<file path="config.mk">
export PLATFORM = sky130hd
export DESIGN_NAME = intr_ctrl
export DESIGN_NICKNAME = d
export VERILOG_FILES = /design/src/rtl/lib_cpu_pkg.sv /design/src/rtl/prio_enc.sv /design/src/rtl/intr_ctrl.sv
export SDC_FILE = /design/constraint.sdc
export NUM_CORES = 1
export LEC_CHECK = 0
export ABC_AREA = 1
export CELL_PAD_IN_SITES_DETAIL_PLACEMENT = 1
export CELL_PAD_IN_SITES_GLOBAL_PLACEMENT = 1
export CORE_MARGIN = 2
export CORE_UTILIZATION = 25
export DETAILED_ROUTE_END_ITERATION = 7
export PLACE_DENSITY_LB_ADDON = 0.1
export SKIP_LAST_GASP = 1
export SYNTH_ARGS = -nofsm -noshare
export SYNTH_HDL_FRONTEND = slang
export SYNTH_HIERARCHICAL = 1
export SYNTH_SLANG_ARGS = --single-unit
</file>
<file path="constraint.sdc">
create_clock -name clk -period 1.4 [get_ports clk]
set_clock_uncertainty 0.1 [all_clocks]
set_input_delay 0.14 -clock clk [delete_from_list [all_inputs] [get_ports clk]]
set_output_delay 0.14 -clock clk [all_outputs]
set_load 0.005 [all_outputs]
</file>
<file path="src/rtl/lib_cpu_pkg.sv">
// Shared CPU definitions: interrupt FSM states, default vector base and the
// vector-address helper used by the interrupt controller.
package lib_cpu;

  typedef enum logic [1:0] {
    IDLE    = 2'd0,
    TAKE    = 2'd1,
    SERVICE = 2'd2
  } INTR_STATE;

  localparam logic [31:0] INTR_VEC_BASE = 32'h0000_0100;

  // Vector address of a source; 32-bit arithmetic, wraps modulo 2^32.
  function automatic logic [31:0] intr_vec_addr(input logic [31:0] base,
                                                input logic [4:0]  id,
                                                input int unsigned stride);
    return base + (32'(id) * 32'(stride));
  endfunction

endpackage

</file>
<file path="src/rtl/prio_enc.sv">
// Lowest-index-wins priority encoder, purely combinational.
// Shared between the interrupt controller and the bus arbiter.
module prio_enc #(
  parameter int N = 8
) (
  input  logic [N-1:0] i_req,
  output logic         o_valid,
  output logic [4:0]   o_idx
);

  // Scan from the top down so the lowest set index is the last one written.
  always_comb begin
    o_valid = 1'b0;
    o_idx   = '0;
    for (int i = N - 1; i >= 0; i--) begin
      if (i_req[i]) begin
        o_valid = 1'b1;
        o_idx   = 5'(i);
      end
    end
  end

endmodule

</file>
<file path="src/rtl/intr_ctrl.sv">
// Interrupt controller: rising-edge capture of sources into a pending
// register, software mask, fixed-priority arbitration and a three-state
// IDLE/TAKE/SERVICE sequencer that issues a one-cycle redirect request and
// holds the in-service level until the handler returns.
//
// Handshake: the consumer deasserts stall to say it can accept a redirect in
// the next cycle. A take is only decided in IDLE with stall=0; the resulting
// irq_take pulse (one cycle, TAKE state) must then be accepted unconditionally
// because stall is not looked at again in TAKE.
module intr_ctrl
  import lib_cpu::*;
#(
  parameter int          N_SRC      = 8,
  parameter logic [31:0] VEC_BASE   = INTR_VEC_BASE,
  parameter int          VEC_STRIDE = 4
) (
  input  logic             clk,
  input  logic             reset_n,
  input  logic [N_SRC-1:0] src,
  input  logic             intr_en,
  input  logic             stall,
  input  logic             iret,
  input  logic             mask_we,
  input  logic [N_SRC-1:0] mask_wdata,
  output logic [N_SRC-1:0] pend,
  output logic [N_SRC-1:0] mask,
  output logic             irq_take,
  output logic [4:0]       irq_id,
  output logic [31:0]      irq_vec,
  output logic             irr,
  output INTR_STATE        dbg_state
);

  INTR_STATE        r_state;
  logic [N_SRC-1:0] r_src_q;
  logic [N_SRC-1:0] r_pend;
  logic [N_SRC-1:0] r_mask;
  logic [4:0]       r_irq_id;

  logic [N_SRC-1:0] w_rise;
  logic [N_SRC-1:0] w_elig;
  logic             w_win_valid;
  logic [4:0]       w_win_idx;
  logic             w_take_go;
  logic [N_SRC-1:0] w_clr;
  logic [N_SRC-1:0] w_pend_nxt;

  assign w_rise = src & ~r_src_q;
  assign w_elig = r_pend & r_mask;

  prio_enc #(
    .N(N_SRC)
  ) u_prio_enc (
    .i_req  (w_elig),
    .o_valid(w_win_valid),
    .o_idx  (w_win_idx)
  );

  // The decision uses the mask as it stands this cycle; a write in the same
  // cycle only lands at the edge.
  assign w_take_go = (r_state == IDLE) && w_win_valid && intr_en && !stall;

  // A new rise on the bit being taken re-sets it: set beats clear.
  assign w_clr      = w_take_go ? (N_SRC'(1) << w_win_idx) : '0;
  assign w_pend_nxt = (r_pend & ~w_clr) | w_rise;

  // State, pending, mask, source history and winning id.
  always_ff @(posedge clk) begin
    if (!reset_n) begin
      r_state  <= IDLE;
      r_src_q  <= '0;
      r_pend   <= '0;
      r_mask   <= '0;
      r_irq_id <= '0;
    end else begin
      r_src_q <= src;
      r_pend  <= w_pend_nxt;
      if (mask_we) begin
        r_mask <= mask_wdata;
      end
      case (r_state)
        IDLE: begin
          if (w_take_go) begin
            r_state  <= TAKE;
            r_irq_id <= w_win_idx;
          end
        end
        TAKE:    r_state <= SERVICE;
        SERVICE: begin
          if (iret) begin
            r_state <= IDLE;
          end
        end
        default: r_state <= IDLE;
      endcase
    end
  end

  assign pend      = r_pend;
  assign mask      = r_mask;
  assign irq_id    = r_irq_id;
  assign irq_take  = (r_state == TAKE);
  assign irr       = (r_state == TAKE) || (r_state == SERVICE);
  assign irq_vec   = intr_vec_addr(VEC_BASE, r_irq_id, VEC_STRIDE);
  assign dbg_state = r_state;

endmodule

</file>
==> out/results.tsv <==
stage	metric	value	unit
clock_tree	H-tree depth	2	
global_route	pin count of the biggest net entering global routing	14	
critical_path	worst-path maximum fanout	2	
critical_path	Critical Path RT	1470	ps
synthesis	Yosys cell types	21	
floorplan	row count	29	
timing	RSZ-0062 raised after global routing	yes	
critical_path	CP Cell Sequence	nand2_2, inv_2, or2_1, nand3_1, a31oi_2, inv_1, nand2_2, nor2_4, nand3_2, nand2_1, o21ai_1	
clock_tree	clk slew on worst S/H paths	70	ps
timing	Final Hold Slack	297	ps
critical_path	worst r2r src	pend[7]	
timing	Max Transition Viols Final	0	
detailed_routing	TritonRoute pass-1 iters	3	
critical_path	crit path launch type	flop	
global_route	Total GRT Usage	12.9	%
critical_path	CP startpoint	pend[7]	
layout	Syn-to-layout area delta	64.8	%
floorplan	die extent in x	86.1	um
global_route	first-pass GRT wire length	7.48	mm
power	Pleak	1.61	nW
clock_tree	Skew-Pair Late Insertion Delay	280	ps
synthesis	Post-Synthesis Cells	240	
detailed_routing	final wirelength	4.63	mm
synthesis	Syn Std Cell Area	1690	um2
placed_design	DP Cell Count	394	
synthesis	Mapped Avg Cell Area	7.02	um2
critical_path	CP max-delay cell	dfxtp_2	
layout	Final nets	361	
timing	worst setup margin	-231	ps
timing	crit share post-route	116	%
outcome	status	complete, but fails checks	
layout	fin util	43.2	%
detailed_routing	via count	1639	
placed_design	Placer Congestion	0.811	
critical_path	Setup crit end kind	flop	
floorplan	I/O pin count	79	
critical_path	Largest stage delay, worst path	320	ps
flow_run	total of max-cap violations	0	
detailed_routing	final antenna-violating net count	0	
layout	fill count	808	
critical_path	reg-to-reg slack, setup	-230	ps
power	PD cells	1080	nW/um2
global_route	initial antenna violation count	0	
synthesis	Yosys warnings	6	
global_route	gr ovfl total	0	
layout	fin cells	413	
critical_path	critical path class	reg -> reg	
detailed_routing	DRT iter0 DRCs	38	
detailed_routing	vias per cell	3.97	
synthesis	Yosys reg bits	31	
critical_path	Arr. time, crit path	1700	ps
critical_path	CP endpoint	pend[5]	
timing	final hold vios	0	
clock_tree	CTS buffer count	5	
layout	area of the multi-input gates	876	um2
synthesis	Seq/Total Area, Yosys	36.8	%
clock_tree	CTS tree	yes	
placed_design	dpl ws	-251	ps
outcome	failing checks	negative setup slack	
floorplan	die height	86.1	um
clock_tree	clk buf depth	2	
clock_tree	CTS Root Cell	clkbuf_8	
worst_hold_path	worst hold path type	in -> reg	
floorplan	Core Area	6420	um2
placed_design	hpwl dp	3.50	mm
timing	maximum operating frequency	613	MHz
global_route	vias in the first global route	1639	
power	VDD IR max	447	uV
layout	ant diodes	0	
clock_tree	clk sinks	31	
detailed_routing	DRC	0	
critical_path	Reg2Reg Depth	11	
timing	Final min period	1630	ps
critical_path	R2R Path End	pend[5]	
layout	Seq. cell area	649	um2
critical_path	Worst path most repeated cell	nand2_2	
floorplan	Initial Util	26.2	%
clock_tree	Post-CTS Hold Buffers	0	
power	Tot Pwr	0.00301	W
timing	Setup Viol. Count Final	15	
placed_design	port buffer count	51	
detailed_routing	wire per inst	11.2	um
floorplan	die area	7410	um2
layout	layout cells sized above 1	39.9	%
-- placed cells by master, fill, tap and decap left out, types with 2 or more instances in the layout --
cell / n
ha_1: 4
clkbuf_2: 2
dfxtp_1: 8
nor2_1: 18
inv_1: 34
buf_6: 2
buf_4: 45
dlymetal6s2s_1: 10
o21ai_0: 8
clkdlybuf4s50_1: 22
conb_1: 29
nand3_2: 7
nor2_4: 5
clkbuf_8: 7
or2_2: 2
a21oi_2: 2
o21ai_1: 6
nand2_4: 2
dfxtp_2: 23
dlygate4sd2_1: 17
nand2_2: 14
nand2_1: 34
inv_2: 10
a21oi_1: 5
o21ai_2: 5
nand3_1: 4
-- worst max-delay path: cells and delay by family, from the launching register on --
kind	cells	cell delay [ps]
and+or+nand+nor	7	770
DFF	1	320
buffers and inverters	2	170
AOI/OAI and AO/OA	2	170
-- synthesized netlist by cell type --
master	instances	area (um2)
dfxtp_1	31	621
or2_2	2	12.5
nand3_1	11	55.1
o21ai_0	16	80.1
conb_1	3	11.3
or2_1	1	6.26
nand2_1	48	180
buf_4	37	278
nand2_2	2	12.5
o21ai_1	2	10.0
nor2_1	23	86.3
nor3_2	1	10.0
a31oi_1	1	6.26
a21oi_1	8	40.0
o21bai_1	1	7.51
nor2_8	1	20.0
buf_8	1	15.0
o21ai_2	1	8.76
nand4_1	1	6.26
inv_1	45	169
ha_1	4	50.1
-- layer usage --
layer	vias up	part of all wire [%]	track usage (%)
met1	746	44	16.0
li1	843	-	-
met2	43	49	21.6
met3	7	5.3	3.18
met5	-	0	0
met4	0	1.4	4.76
-- cell families (layout without fill, tap and decap cells) --
logic type / Yosys count / after routing / synth area share, %
AND/OR/NAND/NOR: 90 / 91 / 23.1
other: 3 / 29 / 0.668
flip-flops: 31 / 31 / 36.8
AO/OA/AOI/OAI: 29 / 29 / 9.06
adder cells (fa/ha/maj): 4 / 4 / 2.97
buffers and inverters: 83 / 152 / 27.4
-- worst min-delay path by stage --
stage                    start          to  slack (ps)  depth (start not counted)
floorplan               src[0]  r_src_q[0]         140                          2
global placement    r_src_q[1]     pend[1]         300                          1
detailed placement  r_src_q[1]     pend[1]         300                          1
CTS                     src[0]  r_src_q[0]         290                          3
global route            src[4]  r_src_q[4]         300                          3
finish                  src[0]  r_src_q[0]         300                          3
-- report_power, final --
part           switching, W  internal, W  total, W
clock              0.000333     0.000448  0.000781
sequential        0.0000567     0.000997   0.00105
combinational      0.000551     0.000625   0.00118
total              0.000941      0.00207   0.00301
-- area by class of cell --
class	instances	share of cell area (%)
timing repair buffer	99	31.8
multi-input combinational	153	31.5
sequential	31	23.4
inverter	45	6.17
clock buffer	8	3.60
tap	77	3.47
-- sequential cells by signal, indices dropped and copies added (netlist names) --
signal / flops
dbg_state: 2
mask: 8
irq_id: 5
r_src_q: 8
pend: 8
-- stage by stage --
stage          TNS (ps)  instance area (um2)
2_1_floorplan      -604                 1790
3_3_place_gp      -2750                 2400
3_5_place_dp      -2990                 2400
4_1_cts           -3270                 2630
5_1_grt           -4620                 2780
6_report          -2940                 2780
-- timing repair --
| item | 4_1_cts | 5_1_grt |
|---|---|---|
| gates cloned | 1 | 0 |
| resized for setup | 67 | 51 |
| pin swaps | 8 | 19 |
| setup endpoints to repair | 41 | 28 |
| buffers inserted | 4 | 6 |
No activity file was read; power rests on OpenSTA's default activity.
